<file path="src/rtl/seg7_pkg.sv">
// Shared constants and types for the 4-digit multiplexed seven-segment scanner.
package seg7_pkg;

  localparam int NUM_DIGITS = 4;
  localparam int IDX_W      = $clog2(NUM_DIGITS);

  localparam int SEG_A  = 0;
  localparam int SEG_G  = 6;
  localparam int SEG_DP = 7;

  // Active-high glyphs, bit order gfedcba.
  localparam logic [6:0] SEG_0 = 7'h3F;
  localparam logic [6:0] SEG_1 = 7'h06;
  localparam logic [6:0] SEG_2 = 7'h5B;
  localparam logic [6:0] SEG_3 = 7'h4F;
  localparam logic [6:0] SEG_4 = 7'h66;
  localparam logic [6:0] SEG_5 = 7'h6D;
  localparam logic [6:0] SEG_6 = 7'h7D;
  localparam logic [6:0] SEG_7 = 7'h07;
  localparam logic [6:0] SEG_8 = 7'h7F;
  localparam logic [6:0] SEG_9 = 7'h6F;
  localparam logic [6:0] SEG_A_GLYPH = 7'h77;
  localparam logic [6:0] SEG_B_GLYPH = 7'h7C;
  localparam logic [6:0] SEG_C_GLYPH = 7'h39;
  localparam logic [6:0] SEG_D_GLYPH = 7'h5E;
  localparam logic [6:0] SEG_E_GLYPH = 7'h79;
  localparam logic [6:0] SEG_F_GLYPH = 7'h71;

  typedef enum logic {
    ST_ON    = 1'b0,
    ST_GUARD = 1'b1
  } scan_state_t;

  typedef struct packed {
    scan_state_t      state;
    logic [IDX_W-1:0] idx;
  } scan_dbg_t;

endpackage

</file>
<file path="src/rtl/seg7_decode.sv">
// Hex nibble to active-high gfedcba segment pattern.
import seg7_pkg::*;

module seg7_decode (
  input  logic [3:0] nibble,
  output logic [6:0] pattern
);

  always_comb begin
    pattern = SEG_0;
    case (nibble)
      4'h0: pattern = SEG_0;
      4'h1: pattern = SEG_1;
      4'h2: pattern = SEG_2;
      4'h3: pattern = SEG_3;
      4'h4: pattern = SEG_4;
      4'h5: pattern = SEG_5;
      4'h6: pattern = SEG_6;
      4'h7: pattern = SEG_7;
      4'h8: pattern = SEG_8;
      4'h9: pattern = SEG_9;
      4'hA: pattern = SEG_A_GLYPH;
      4'hB: pattern = SEG_B_GLYPH;
      4'hC: pattern = SEG_C_GLYPH;
      4'hD: pattern = SEG_D_GLYPH;
      4'hE: pattern = SEG_E_GLYPH;
      4'hF: pattern = SEG_F_GLYPH;
    endcase
  end

endmodule

</file>
<file path="src/rtl/seg7_scan.sv">
// Four-digit scanner: ON/GUARD time multiplexing with a double-buffered display
// register that only swaps at frame boundaries.
import seg7_pkg::*;

module seg7_scan #(
  parameter int ON_CYC    = 4000,
  parameter int GUARD_CYC = 64
) (
  input  logic                  CLK,
  input  logic                  RST,
  input  logic [15:0]           in_value,
  input  logic [NUM_DIGITS-1:0] in_dp,
  input  logic [NUM_DIGITS-1:0] in_blank,
  input  logic                  in_valid,
  output logic                  in_ready,
  output logic [7:0]            seg_n,
  output logic [NUM_DIGITS-1:0] dig,
  output logic                  frame_start,
  output scan_dbg_t             dbg
);

  // Handshake: an offer transfers on a rising CLK edge where in_valid and
  // in_ready are both 1; upstream keeps the offer stable until then.

  localparam int MAX_CYC = (ON_CYC > GUARD_CYC) ? ON_CYC : GUARD_CYC;
  localparam int CW      = (MAX_CYC > 1) ? $clog2(MAX_CYC) : 1;
  localparam logic [CW-1:0] ON_LAST    = CW'(ON_CYC - 1);
  localparam logic [CW-1:0] GUARD_LAST = CW'(GUARD_CYC - 1);

  scan_state_t      state, nxt_state;
  logic [IDX_W-1:0] idx, nxt_idx;
  logic [CW-1:0]    cnt, nxt_cnt;
  logic             started;

  logic [15:0]           disp_value, pend_value, nxt_value;
  logic [NUM_DIGITS-1:0] disp_dp, pend_dp, nxt_dp;
  logic [NUM_DIGITS-1:0] disp_blank, pend_blank, nxt_blank;
  logic                  pend_full;
  logic                  xfer, enter_frame;

  logic [3:0]            nibble;
  logic [6:0]            pattern;
  logic [7:0]            nxt_seg_n;
  logic [NUM_DIGITS-1:0] nxt_dig;

  assign in_ready  = ~pend_full;
  assign dbg.state = state;
  assign dbg.idx   = idx;

  // Next phase; the first edge out of reset enters ON(0) without counting.
  always_comb begin
    nxt_state   = state;
    nxt_idx     = idx;
    nxt_cnt     = cnt + 1'b1;
    enter_frame = 1'b0;
    if (!started) begin
      nxt_state   = ST_ON;
      nxt_idx     = '0;
      nxt_cnt     = '0;
      enter_frame = 1'b1;
    end else if (state == ST_ON) begin
      if (cnt == ON_LAST) begin
        nxt_state = ST_GUARD;
        nxt_cnt   = '0;
      end
    end else if (cnt == GUARD_LAST) begin
      nxt_state   = ST_ON;
      nxt_idx     = idx + 1'b1;
      nxt_cnt     = '0;
      enter_frame = (idx == IDX_W'(NUM_DIGITS - 1));
    end
  end

  assign xfer      = enter_frame && started && pend_full;
  assign nxt_value = xfer ? pend_value : disp_value;
  assign nxt_dp    = xfer ? pend_dp    : disp_dp;
  assign nxt_blank = xfer ? pend_blank : disp_blank;
  assign nibble    = nxt_value[{nxt_idx, 2'b00} +: 4];

  seg7_decode u_decode (
    .nibble  (nibble),
    .pattern (pattern)
  );

  // Outputs are precomputed for the phase being entered so they register
  // on the same edge as the state.
  always_comb begin
    nxt_dig   = '0;
    nxt_seg_n = 8'hFF;
    if (nxt_state == ST_ON) begin
      nxt_dig = NUM_DIGITS'(1) << nxt_idx;
      if (!nxt_blank[nxt_idx]) begin
        nxt_seg_n[SEG_DP]      = ~nxt_dp[nxt_idx];
        nxt_seg_n[SEG_G:SEG_A] = ~pattern;
      end
    end
  end

  always_ff @(posedge CLK or posedge RST) begin
    if (RST) begin
      state       <= ST_ON;
      idx         <= '0;
      cnt         <= '0;
      started     <= 1'b0;
      dig         <= '0;
      seg_n       <= 8'hFF;
      frame_start <= 1'b0;
      pend_full   <= 1'b0;
      pend_value  <= '0;
      pend_dp     <= '0;
      pend_blank  <= '1;
      disp_value  <= '0;
      disp_dp     <= '0;
      disp_blank  <= '1;
    end else begin
      started     <= 1'b1;
      state       <= nxt_state;
      idx         <= nxt_idx;
      cnt         <= nxt_cnt;
      dig         <= nxt_dig;
      seg_n       <= nxt_seg_n;
      frame_start <= enter_frame;
      disp_value  <= nxt_value;
      disp_dp     <= nxt_dp;
      disp_blank  <= nxt_blank;
      if (xfer) begin
        pend_full <= 1'b0;
      end
      if (in_valid && in_ready) begin
        pend_value <= in_value;
        pend_dp    <= in_dp;
        pend_blank <= in_blank;
        pend_full  <= 1'b1;
      end
    end
  end

endmodule
</file>
<file path="config.mk">
export PLATFORM = sky130hd
export DESIGN_NAME = seg7_scan
export DESIGN_NICKNAME = d
export VERILOG_FILES = /design/src/rtl/seg7_pkg.sv /design/src/rtl/seg7_decode.sv /design/src/rtl/seg7_scan.sv
export SDC_FILE = /design/constraint.sdc
export NUM_CORES = 1
export LEC_CHECK = 0
export BUFFER_PORTS_ARGS = -buffer_cell sky130_fd_sc_hd__buf_2
export CORE_MARGIN = 5
export CORE_UTILIZATION = 45
export DETAILED_ROUTE_END_ITERATION = 16
export SLEW_MARGIN = 20
export SYNTH_ARGS = -nofsm -noshare
export SYNTH_HDL_FRONTEND = slang
export SYNTH_HIERARCHICAL = 1
export SYNTH_SLANG_ARGS = --single-unit
</file>
<file path="constraint.sdc">
create_clock -name CLK -period 6.85 [get_ports CLK]
set_input_delay 0.3425 -clock CLK [delete_from_list [all_inputs] [get_ports CLK]]
set_output_delay 0.3425 -clock CLK [all_outputs]
set_load 0.05 [all_outputs]
</file>
======== Word-level counts from Yosys, hierarchy flattened ========
Memories as Yosys holds them, arrays and structs flattened.
Index checks and enable logic that the tools add are counted.
word-level totals
  memory bits (read-only) ................. 112
  register bits ........................... 78
  word-level logic and storage cells ...... 56
  output and inout port bits .............. 17
  memories kept ........................... 1
  input port bits ......................... 27
memory list
  name              depth  width  rd ports  clocked after memory_dff  wr ports  RTL line           RTL
  (name not given)  16     7      1         0                         0         seg7_decode.sv:11  case (nibble)
operators by class
  bitwise gates (word level) .............. 3
  shift-type cells ........................ 2
  reductions and logical operators ........ 4
  add/sub/neg operators ................... 2
  order comparisons ....................... 1
  multiplexer cells ....................... 26
  equality and inequality tests ........... 3
operators with widths
  kind                                                count
  2-to-1 mux 12 bit                                   4
  2-to-1 mux 16 bit                                   1
  2-to-1 mux 8 bit                                    2
  variable part select 16 x 5 -> 4 bit                1
  adder 12 x 1 -> 12 bit, second input constant       1
  == test 12 bit, second input constant               1
  == test 12 x 6 -> 1 bit, second input constant      1
  2-to-1 mux 4 bit                                    3
  2-to-1 mux 1 bit                                    11
  inverter 7 bit                                      1
  2-to-1 mux 2 bit                                    3
  binary-select mux 1 bit (select 2 bit)              2
  left shift 1 x 2 -> 4 bit, first input constant     1
  logical AND 1 bit                                   3
  < comparator 2 x 3 -> 1 bit, second input constant  1
  adder 2 x 1 -> 2 bit, second input constant         1
  == test 2 bit, second input constant                1
  inverter 1 bit                                      2
  nonzero test 2 bit                                  1

======== Logic depth before layout (Yosys ltp) ========
Gate-level depths: netlist of the first run.
  word-level depth ........................ 12
  depth in mapped cells ................... 14
  mapped depth without buffers ............ 12

======== By module ========
The synthesis of the first run kept the hierarchy.
by module, submodules not included
  module       cells an instance  area an instance (um^2)  sequential area each (um^2)  instances
  seg7_scan    290                3379.5                   1971.9                       1
  seg7_decode  33                 290.3                    0.0                          1

======== Least setup slack after synthesis of the first run ========
Ideal clock, no wire load.
  kind .................................... reg2reg
  from .................................... register cnt[7]
  to ...................................... register seg_n[3]
  data arrival time ....................... 3.340 ns
  clock period less this slack ............ 3.402 ns
  slack ................................... 3.448 ns
  buffers on the path ..................... 0
  setup time .............................. 0.062 ns
  stages on the path, launching flop included .. 12
  required time ........................... 6.788 ns
  path through ............................ dfrtp_1 -> or4_4 -> nor3_4 -> xnor2_1 -> mux2_2 -> a31oi_1 -> o21ai_0 -> inv_1 -> ha_1 -> inv_1 -> mux4_1 -> nand2_1
between the ends
  word-level cells in the longest chain between the ends .. 12
  elaborated cells between the ends (all ways) .. 23
  classes of those cells .................. eq/ne: 2; shift: 1; mux: 16; bitwise: 1; reduce/logical: 2; memory: 1
ends and longest elaborated chain
  item                                    RTL line          RTL
  from (decl)                             seg7_scan.sv:32   logic [CW-1:0] cnt, nxt_cnt;
  from (signal assigned)                  seg7_scan.sv:119  cnt <= nxt_cnt;
  == test 12 x 6 -> 1 bit *               seg7_scan.sv:66   end else if (cnt == GUARD_LAST) begin
  2-to-1 mux 1 bit                        seg7_scan.sv:66
  2-to-1 mux 1 bit                        seg7_scan.sv:61   end else if (state == ST_ON) begin
  2-to-1 mux 1 bit                        seg7_scan.sv:56   if (!started) begin
  logical AND 1 bit (2 in series)         seg7_scan.sv:74   assign xfer = enter_frame && started && pend_full;
  2-to-1 mux 16 bit                       seg7_scan.sv:75   assign nxt_value = xfer ? pend_value : disp_value;
  variable part select 16 x 5 -> 4 bit *  seg7_scan.sv:78   assign nibble = nxt_value[{nxt_idx, 2'b00} +: 4];
  net nibble[1]                           seg7_scan.sv:41   logic [3:0] nibble;
  memory read (16 x 7 bit) *              -
  net pattern[3]                          seg7_scan.sv:42   logic [6:0] pattern;
  inverter 7 bit *                        seg7_scan.sv:94   nxt_seg_n[SEG_G:SEG_A] = ~pattern;
  2-to-1 mux 8 bit *                      seg7_scan.sv:92   if (!nxt_blank[nxt_idx]) begin
  2-to-1 mux 8 bit *                      seg7_scan.sv:90   if (nxt_state == ST_ON) begin
  net nxt_seg_n[3]                        seg7_scan.sv:43   logic [7:0] nxt_seg_n;
  to (signal assigned)                    seg7_scan.sv:121  seg_n <= nxt_seg_n;
  to (decl)                               seg7_scan.sv:16   output logic [7:0] seg_n,
The timed path passes the listed nets; every way through them passes the cells marked *. The select of a mux whose other input is x is not followed.
A chain may end at the register's enable or synchronous reset.

======== Worst setup path in the final report of the first run ========
  from .................................... register cnt[0]
  to ...................................... register seg_n[3]
The elaborated chain is that of the path after synthesis.

==> impl_metrics.yaml, run 1 <==
status:
  status: "complete, no violations"
logic_synthesis:
  synth-warning-count: 6
  synthArstFlopShare: 1.00
  ys.flop_type: "dfrtp_1"
  ys_top_cells_by_area: "dfrtp_1 42%, dfstp_2 11%, mux2_2 9.8%"
  syn_inst: 323
  synth_area_leader_cell: "dfrtp_1"
  synth.most_common_cell: "dfrtp_1"
  yosys-top-cells-count: "62 x dfrtp_1, 53 x nand2_1, 32 x mux2_2, 21 x inv_1, 19 x nor2_1"
  synthesis.nets: 359
  ys_ff_latch: 78
  yosysTopAreaCellShare: 0.423
  synth.avg_cell_area_um2: 11.4
  synth_edf_count: 0
  netlist_area_um2: 3670
  ys_types: 45
  ys_seq_area_frac: 0.537
floorplanning:
  fp.dieW_um: 100
  die-area_um2: 10100
  io_pins: 44
  core_um2: 8090
  start_util: 0.453
  die_h_um: 100
  rows: 33
timing:
  setup-tns-final_ps: 0
  setup_slack_ps: 3060
  finalCriticalPeriod_ps: 3790
  tightest_slew_ps: 985
  fmax_mhz: 264
  setup_viol: 0
  skew_ps: 7.12
  relSlewSlack: 0.339
  post-route-period-util: 0.554
  maxSlewViolCount: 0
  finalHoldViolations: 0
  rsz0062_at_grt: "false"
worst_setup_path:
  crit_path_cell_trace: "ha_1, nand4b_1, nor3_4, xnor2_1, mux2_2, a31oi_1, o21ai_0, inv_1, ha_1, inv_1, mux4_1, nand2_1"
  max_stage_delay_ps: 490
  cp-start-kind: "register"
  cp_slowest_cell: "xnor2_1"
  crit_path_end_kind: "register"
  cp_data_required_time_ps: 7140
  crit_buf_inv: 2
  crit_type: "reg2reg"
  crit_arrival_ps: 4080
  critical_path.max_fanout: 9
  crit_family: "multiplexers"
clock_network:
  tritoncts: "built"
  clk_pin_slew_ps: 80
  root_buffer: "clkbuf_8"
  cts_sinks: 78
  cts_buffers: 9
  cts.repair.resized: 0
  hold_buffers: 0
  clock_path_buffers: 2
  post-cts-setup-buffer-count: 0
  h-tree-depth: 3
  insertion_delay_ps: 350
global_routing:
  antenna_found_initial: 0
  grt_first_pass_wirelength_mm: 12.2
  track_usage: 0.155
  grt_max_degree: 79
  grt_overflow: 0
  first_global_vias: 2459
power_and_ir_drop:
  powerDensity_nw_per_um2: 204
  ir_worst_vdd_mv: 0.0938
  p_leak_nw: 2.15
worst_hold_path:
  worstHoldPathType: "in2async"
job:
  drv_cap: 0
cells_and_area:
  drive_gt1_frac: 0.337
  final_util: 0.521
  fin_nets: 408
  areaGrowthSynthToFinish_pct: 14.9
  diodes: 0
  fillCellCount: 756
place:
  io_buffers: 43
  dpl.hpwl_mm: 4.95
  post-place-ws_ps: 3080
  gp_congestion: 0.734
drt:
  routed_wl_mm: 7.01
  drc: 0
  post_drt_wl_per_cell_um: 14.5
  dr_total_vias: 2410
  drt_pass1_iterations: 5
  drt_iter0_drc: 72
  final_antenna_net_count: 0
  vias_per_cell: 5.00
==> layout make-up <==
cell class | instances | area, um^2 | share of cell area
flip-flops and latches | 78 | 1970 | 0.468
multi-input cells | 211 | 1550 | 0.368
repair buffers | 51 | 295 | 0.0701
clock buffers | 13 | 169 | 0.0401
well taps | 105 | 131 | 0.0312
inverters | 21 | 78.8 | 0.0187
clock inverters | 3 | 17.5 | 0.00416
==> worst paths after layout <==
kind,startpoint,to,slack [ps],cells after the start
worst max-delay path,cnt[0],seg_n[3],3060,12
worst min-delay path,RST,cnt[2],20,3
worst max register to register,cnt[0],seg_n[3],3060,12
worst min register to register,disp_value[10],disp_value[10],470,2
max in group asynchronous,RST,disp_blank[0],6200,4
min in group CLK,in_value[9],pend_value[9],220,2
==> power by group <==
part	internal (mW)	switching, mW
sequential	0.481	0.0143
combinational	0.0233	0.0195
clock	0.160	0.161
total	0.665	0.195
==> per-stage QoR <==
stage	cells	hold slack (ps)	area, um^2	power, mW
final	482	17.5	4220	0.860
after detailed placement	465	450	4000	0.546
after global routing	482	24.5	4220	0.901
after floorplan	323	433	3670	0.527
after global placement	465	444	4000	0.544
after CTS	481	208	4190	0.870
==> routing by layer <==
metal,global-route usage,vias to the layer above,wire (um)
li1,-,1189,-
met1,0.213,1167,3360
met2,0.236,41,3240
met3,0.0347,13,284
met4,0.0653,0,123
met5,0,-,0
==> tightest hold or removal path, cell delays in order <==
cell and delay (ps):
buf_2 100, inv_2 30, buf_4 280
==> cells in the final DEF (no fill, tap or decap), drive strengths merged, types with 4 or more instances in the layout <==
master and instances:
a31oi 4, a21oi 7, nor3 4, o22ai 6
mux2 33, nor2 19, xor2 5, xnor2 6
dfstp 16, ha 9, o21ai 5, dfrtp 62
buf 51, nor2b 8, inv 21, nand2 53
nand3 8, clkbuf 13, mux2i 20
==> cell families after synthesis <==
kind of cell	after synthesis	share of synthesized area
adders and majority gates	9	0.0307
and+or+nand+nor	108	0.144
buffers and inverters	34	0.0423
other	1	0.00102
AOI/OAI and AO/OA	28	0.0501
muxes	54	0.168
xor gates and xnor gates	11	0.0263
DFF	78	0.537
==> sequential cells by signal, summed over array words and instances (netlist names) <==
signal and flops:
started 1, idx 2, cnt 12, pend_value 16, disp_dp 4, seg_n 8, frame_start 1, state 1
pend_full 1, disp_value 16, dig 4, pend_blank 4, disp_blank 4, pend_dp 4
No activity file was read; power rests on OpenSTA's default activity.
==> inputs of run 2 (changes only) <==
--- a/config.mk
+++ b/config.mk
@@ -9,6 +9,7 @@
 export CORE_MARGIN = 5
 export CORE_UTILIZATION = 45
 export DETAILED_ROUTE_END_ITERATION = 16
+export PLACE_DENSITY = 0.67
 export SLEW_MARGIN = 20
 export SYNTH_ARGS = -nofsm -noshare
 export SYNTH_HDL_FRONTEND = slang
==> constraint.sdc (replaced) <==
create_clock -name CLK -period 3.4 [get_ports CLK]
set_input_delay 0.17 -clock CLK [delete_from_list [all_inputs] [get_ports CLK]]
set_output_delay 0.17 -clock CLK [all_outputs]
set_load 0.05 [all_outputs]
==> run 2 against run 1 <==
The flow now finishes with violations (hold timing); via count is 2.5% higher; sequential share of layout area is 2.1 points lower; non-clock buffer count is 12 higher; largest power group unchanged; total power is 120% higher; hold slack worse by 20 ps; critical path depth is 1 lower; highest routed layer unchanged.
==> impl_metrics.yaml, run 2 (synthesis results as in run 1) <==
cells_and_area:
  top_regs: "disp_value (16), pend_value (16), cnt (12)"
  diodes: 0
  final_area_um2: 4410
  mostFrequentLayoutCells: "61 x dfrtp_1, 53 x nand2_1, 43 x buf_2"
  drive_gt1_frac: 0.383
  final_common_cell: "dfrtp_1"
  fin_nets: 420
  areaGrowthSynthToFinish_pct: 20.3
status:
  violations: "hold timing"
  status: "finished, violations left"
timing:
  timing.hold.ws_ps: -2.78
  skew_ps: 13.4
  finalHoldViolations: 5
  maxSlewViolCount: 0
  setup_viol: 0
  finalCriticalPeriod_ps: 3310
  relSlewSlack: 0.423
  post-route-period-util: 0.973
  tightest_slew_ps: 864
  fmax_mhz: 302
power_and_ir_drop:
  power_mw: 1.90
  powerDensity_nw_per_um2: 430
  p_int_mw: 1.51
  p_clk_frac: 0.427
  netSwitchingFraction: 0.205
  ir_worst_vdd_mv: 0.210
  power_switching_uw: 389
  power_frac_seq: 0.526
  pwr-share-comb: 0.047
  p_leak_nw: 2.21
worst_setup_path:
  crit_buf_inv: 2
  crit_arrival_ps: 3590
  crit_type: "reg2reg"
  cp-start-kind: "register"
  cp_slowest_cell: "or4_4"
  max_stage_delay_ps: 680
  cp_common_cell: "or4_4"
  critical_path.max_fanout: 8
  crit_path_end_kind: "register"
  crit_family: "simple AND/OR/NAND/NOR gates"
  crit_path_cell_trace: "or4_4, or4_4, mux2i_1, o22ai_1, a31oi_1, o21ai_2, inv_2, ha_1, inv_1, mux4_1, nand2_1"
  cp_data_required_time_ps: 3680
drt:
  m1WireLength_mm: 3.34
  met2_length_mm: 3.42
  final_antenna_net_count: 0
  highest_layer: "met4"
  met3_length_um: 414
  drt_iter0_drc: 125
  drc: 0
  drt_pass1_iterations: 4
  routed_wl_mm: 7.30
  vias_per_cell: 5.00
  post_drt_wl_per_cell_um: 14.8
  dr_total_vias: 2471
clock_network:
  cts_buffers: 9
  root_buffer: "clkbuf_8"
  clock_path_buffers: 2
  clk_pin_slew_ps: 80
  insertion_delay_ps: 350
  hold_buffers: 0
  cts_sinks: 78
  h-tree-depth: 3
  tritoncts: "built"
floorplanning:
  die-area_um2: 10100
  io_pins: 44
  rows: 33
  fp.dieW_um: 100
  start_util: 0.453
  die_h_um: 100
  core_um2: 8090
global_routing:
  grt_first_pass_wirelength_mm: 12.3
  first_global_vias: 2548
  track_usage: 0.157
  grt_max_degree: 41
  grt_overflow: 0
  antenna_found_initial: 0
place:
  io_buffers: 43
  gp_congestion: 0.758
  dpl_cell_area_um2: 4100
  dpl.hpwl_mm: 5.27
worst_hold_path:
  worstHoldPathType: "in2async"
job:
  drv_cap: 0
==> run 2: cell count changes in the layout (fill, tap and decap cells not counted), moves of 3 or more <==
cell,change
buf_4,+11
bufinv_16,+3
clkbuf_8,-3
ha_1,-3
mux2i_1,-3
==> run 2: stage by stage <==
step                cells  setup TNS [ps]  worst slack [ps]  hold slack [ps]  utilization
floorplan             323               0              45.9              295            -
global placement      475               0               218              390        0.506
detailed placement    475               0              91.2              390        0.506
CTS                   491               0              60.0             14.6        0.535
global route          494           -18.2             -17.8             29.3        0.545
finish                494               0              92.0            -2.78        0.545
==> run 2: cell type report <==
cell class	count	area, um^2
clock buffer	12	135
clock inverter	4	98.8
fill	745	3680
inverter	21	78.8
multi-input combinational	211	1610
sequential	78	1970
tap	105	131
timing repair buffer	63	382
==> run 2: worst paths after layout <==
check | depth (start not counted) | slack, ps | end | startpoint
max in group asynchronous | 3 | 2660 | pend_blank[0] | RST
worst min register to register | 2 | 460 | disp_value[13] | disp_value[13]
worst max register to register | 11 | 90 | seg_n[3] | cnt[8]
min in group CLK | 2 | 50 | pend_dp[3] | in_dp[3]
worst max-delay path | 11 | 90 | seg_n[3] | cnt[8]
worst min-delay path | 2 | -3 | dig[2] | RST
==> run 2: layer usage <==
metal / vias up / global-route usage
met4: 0 / 0.0570
li1: 1209 / -
met3: 10 / 0.0486
met5: - / 0
met1: 1203 / 0.210
met2: 49 / 0.240
==> run 2: timing repair <==
| item | CTS | global route |
|---|---|---|
| endpoints found under the setup margin | 0 | 5 |
| gates resized for setup | 0 | 15 |
| setup buffers | 0 | 3 |
==> run 2: power groups by stage <==
stage               clock network [mW]  registers, mW  logic [mW]
finish                           0.810          0.997      0.0882
global route                     0.875           1.00      0.0998
CTS                              0.831          0.997      0.0902
detailed placement                   0           1.01      0.0899
global placement                     0           1.01      0.0868
floorplan                            0           1.01      0.0563
==> inputs of run 3 (changes only) <==
--- a/config.mk
+++ b/config.mk
@@ -8,6 +8,7 @@
 export BUFFER_PORTS_ARGS = -buffer_cell sky130_fd_sc_hd__buf_2
 export CORE_MARGIN = 5
 export CORE_UTILIZATION = 45
+export CTS_BUF_LIST = sky130_fd_sc_hd__clkbuf_8
 export DETAILED_ROUTE_END_ITERATION = 16
 export PLACE_DENSITY = 0.67
 export SLEW_MARGIN = 20
==> run 3 against run 2 <==
Die area is the same; via count is essentially flat; clock-buffer cell count is 3 lower; non-clock buffer count unchanged; first-iteration DRC count shrank 5.6%; the flow still finishes with violations (hold timing); clock skew about the same; hold slack is essentially flat; clock power down 0.9%; sequential cell count did not move; wire length about the same; total power is 0.38% lower; setup slack lost 4.6 ps.
==> impl_metrics.yaml, run 3 (synthesis results as in run 1) <==
timing:
  relSlewSlack: 0.423
  timing.hold.ws_ps: -2.48
  setup-tns-final_ps: 0
  post-route-period-util: 0.974
  skew_ps: 13.1
  tightest_slew_ps: 864
  fmax_mhz: 302
  finalCriticalPeriod_ps: 3310
  finalHoldViolations: 5
  maxSlewViolCount: 0
  setup_viol: 0
drt:
  drt_pass1_iterations: 4
  post_drt_wl_per_cell_um: 14.8
  dr_total_vias: 2470
  routed_wl_mm: 7.31
  drt_iter0_drc: 118
  vias_per_cell: 5.00
  final_antenna_net_count: 0
  drc: 0
worst_setup_path:
  cp_data_required_time_ps: 3680
  crit_path_end_kind: "register"
  critical_path.max_fanout: 8
  crit_type: "reg2reg"
  r2r-start: "cnt[8]"
  worstSetupStartpoint: "cnt[8]"
  cp-start-kind: "register"
  crit_arrival_ps: 3590
cells_and_area:
  fillCellCount: 745
  areaGrowthSynthToFinish_pct: 20.3
  top_regs: "disp_value (16), pend_value (16), cnt (12)"
  final_common_cell: "dfrtp_1"
  final_area_um2: 4410
  final_util: 0.545
  mostFrequentLayoutCells: "61 x dfrtp_1, 53 x nand2_1, 43 x buf_2"
  drive_gt1_frac: 0.383
  final-seq-area_um2: 1970
  multi_input_area_um2: 1610
  fin_nets: 420
  diodes: 0
power_and_ir_drop:
  ir_worst_vdd_mv: 0.213
  powerDensity_nw_per_um2: 428
  p_leak_nw: 2.22
  power_mw: 1.89
clock_network:
  clk_pin_slew_ps: 80
  h-tree-depth: 3
  clock_path_buffers: 2
  cts_sinks: 78
  insertion_delay_ps: 350
  tritoncts: "built"
  root_buffer: "clkbuf_8"
  cts_buffers: 9
status:
  violations: "hold timing"
  status: "finished, violations left"
place:
  dpl.hpwl_mm: 5.27
  io_buffers: 43
  dpl_cell_area_um2: 4100
  gp_congestion: 0.758
global_routing:
  first_global_vias: 2548
  antenna_found_initial: 0
  grt_overflow: 0
  track_usage: 0.157
  grt_first_pass_wirelength_mm: 12.3
  grt_max_degree: 41
worst_hold_path:
  worstHoldPathType: "in2async"
floorplanning:
  io_pins: 44
  core_um2: 8090
  start_util: 0.453
  die_h_um: 100
  fp.dieW_um: 100
  die-area_um2: 10100
  rows: 33
job:
  drv_cap: 0
[run 3: changes by cell type in the layout (fill, tap and decap cells not counted)]
cell      delta
inv_1        +3
clkbuf_1     -3
[run 3: path summary, 6_finish.rpt]
check	cells past startpoint	to	slack, ps
hold reg to reg	2	disp_value[13]	460
setup reg to reg	11	seg_n[3]	90
min in group CLK	2	pend_dp[3]	50
hold / removal	2	dig[2]	-2
max in group asynchronous	3	pend_blank[0]	2660
setup / recovery	11	seg_n[3]	90
[run 3: worst max-delay path, stage by stage (launching register included)]
cell and delay [ps]:
dfrtp_1 400, or4_4 590, or4_4 680, mux2i_1 230
o22ai_1 110, a31oi_1 200, o21ai_2 130, inv_2 130
ha_1 160, inv_1 60, mux4_1 490, nand2_1 80
[run 3: area by class of cell]
cell class / instances / share of cell area
tap: 105 / 0.0298
timing repair buffer: 63 / 0.0865
clock inverter: 7 / 0.0250
clock buffer: 9 / 0.0281
sequential: 78 / 0.447
multi-input combinational: 211 / 0.366
inverter: 21 / 0.0179
[run 3: repair_timing]
| action | CTS | global route |
|---|---|---|
| endpoints found under the hold margin | 0 | 0 |
| setup buffers | 0 | 3 |
| hold buffers | 0 | 0 |
| endpoints found under the setup margin | 0 | 5 |
| gates resized for setup | 0 | 15 |
[run 3: per-layer routing]
layer	wire, um	up-vias	GRT usage
met5	0	-	0
met4	120	0	0.0570
met3	405	8	0.0486
met2	3420	57	0.240
met1	3360	1196	0.210
li1	-	1209	-
[run 3: through the flow]
stage | hold slack, ps | setup slack, ps | cells
4_1_cts | 14.7 | 60.0 | 491
3_3_place_gp | 390 | 218 | 475
3_5_place_dp | 390 | 91.2 | 475
2_1_floorplan | 295 | 45.9 | 323
5_1_grt | 28.8 | -17.8 | 494
6_report | -2.48 | 87.4 | 494
[run 3: power by group]
group	internal [mW]	switching (mW)
Combinational	0.0462	0.0419
Clock	0.481	0.322
Sequential	0.970	0.0273
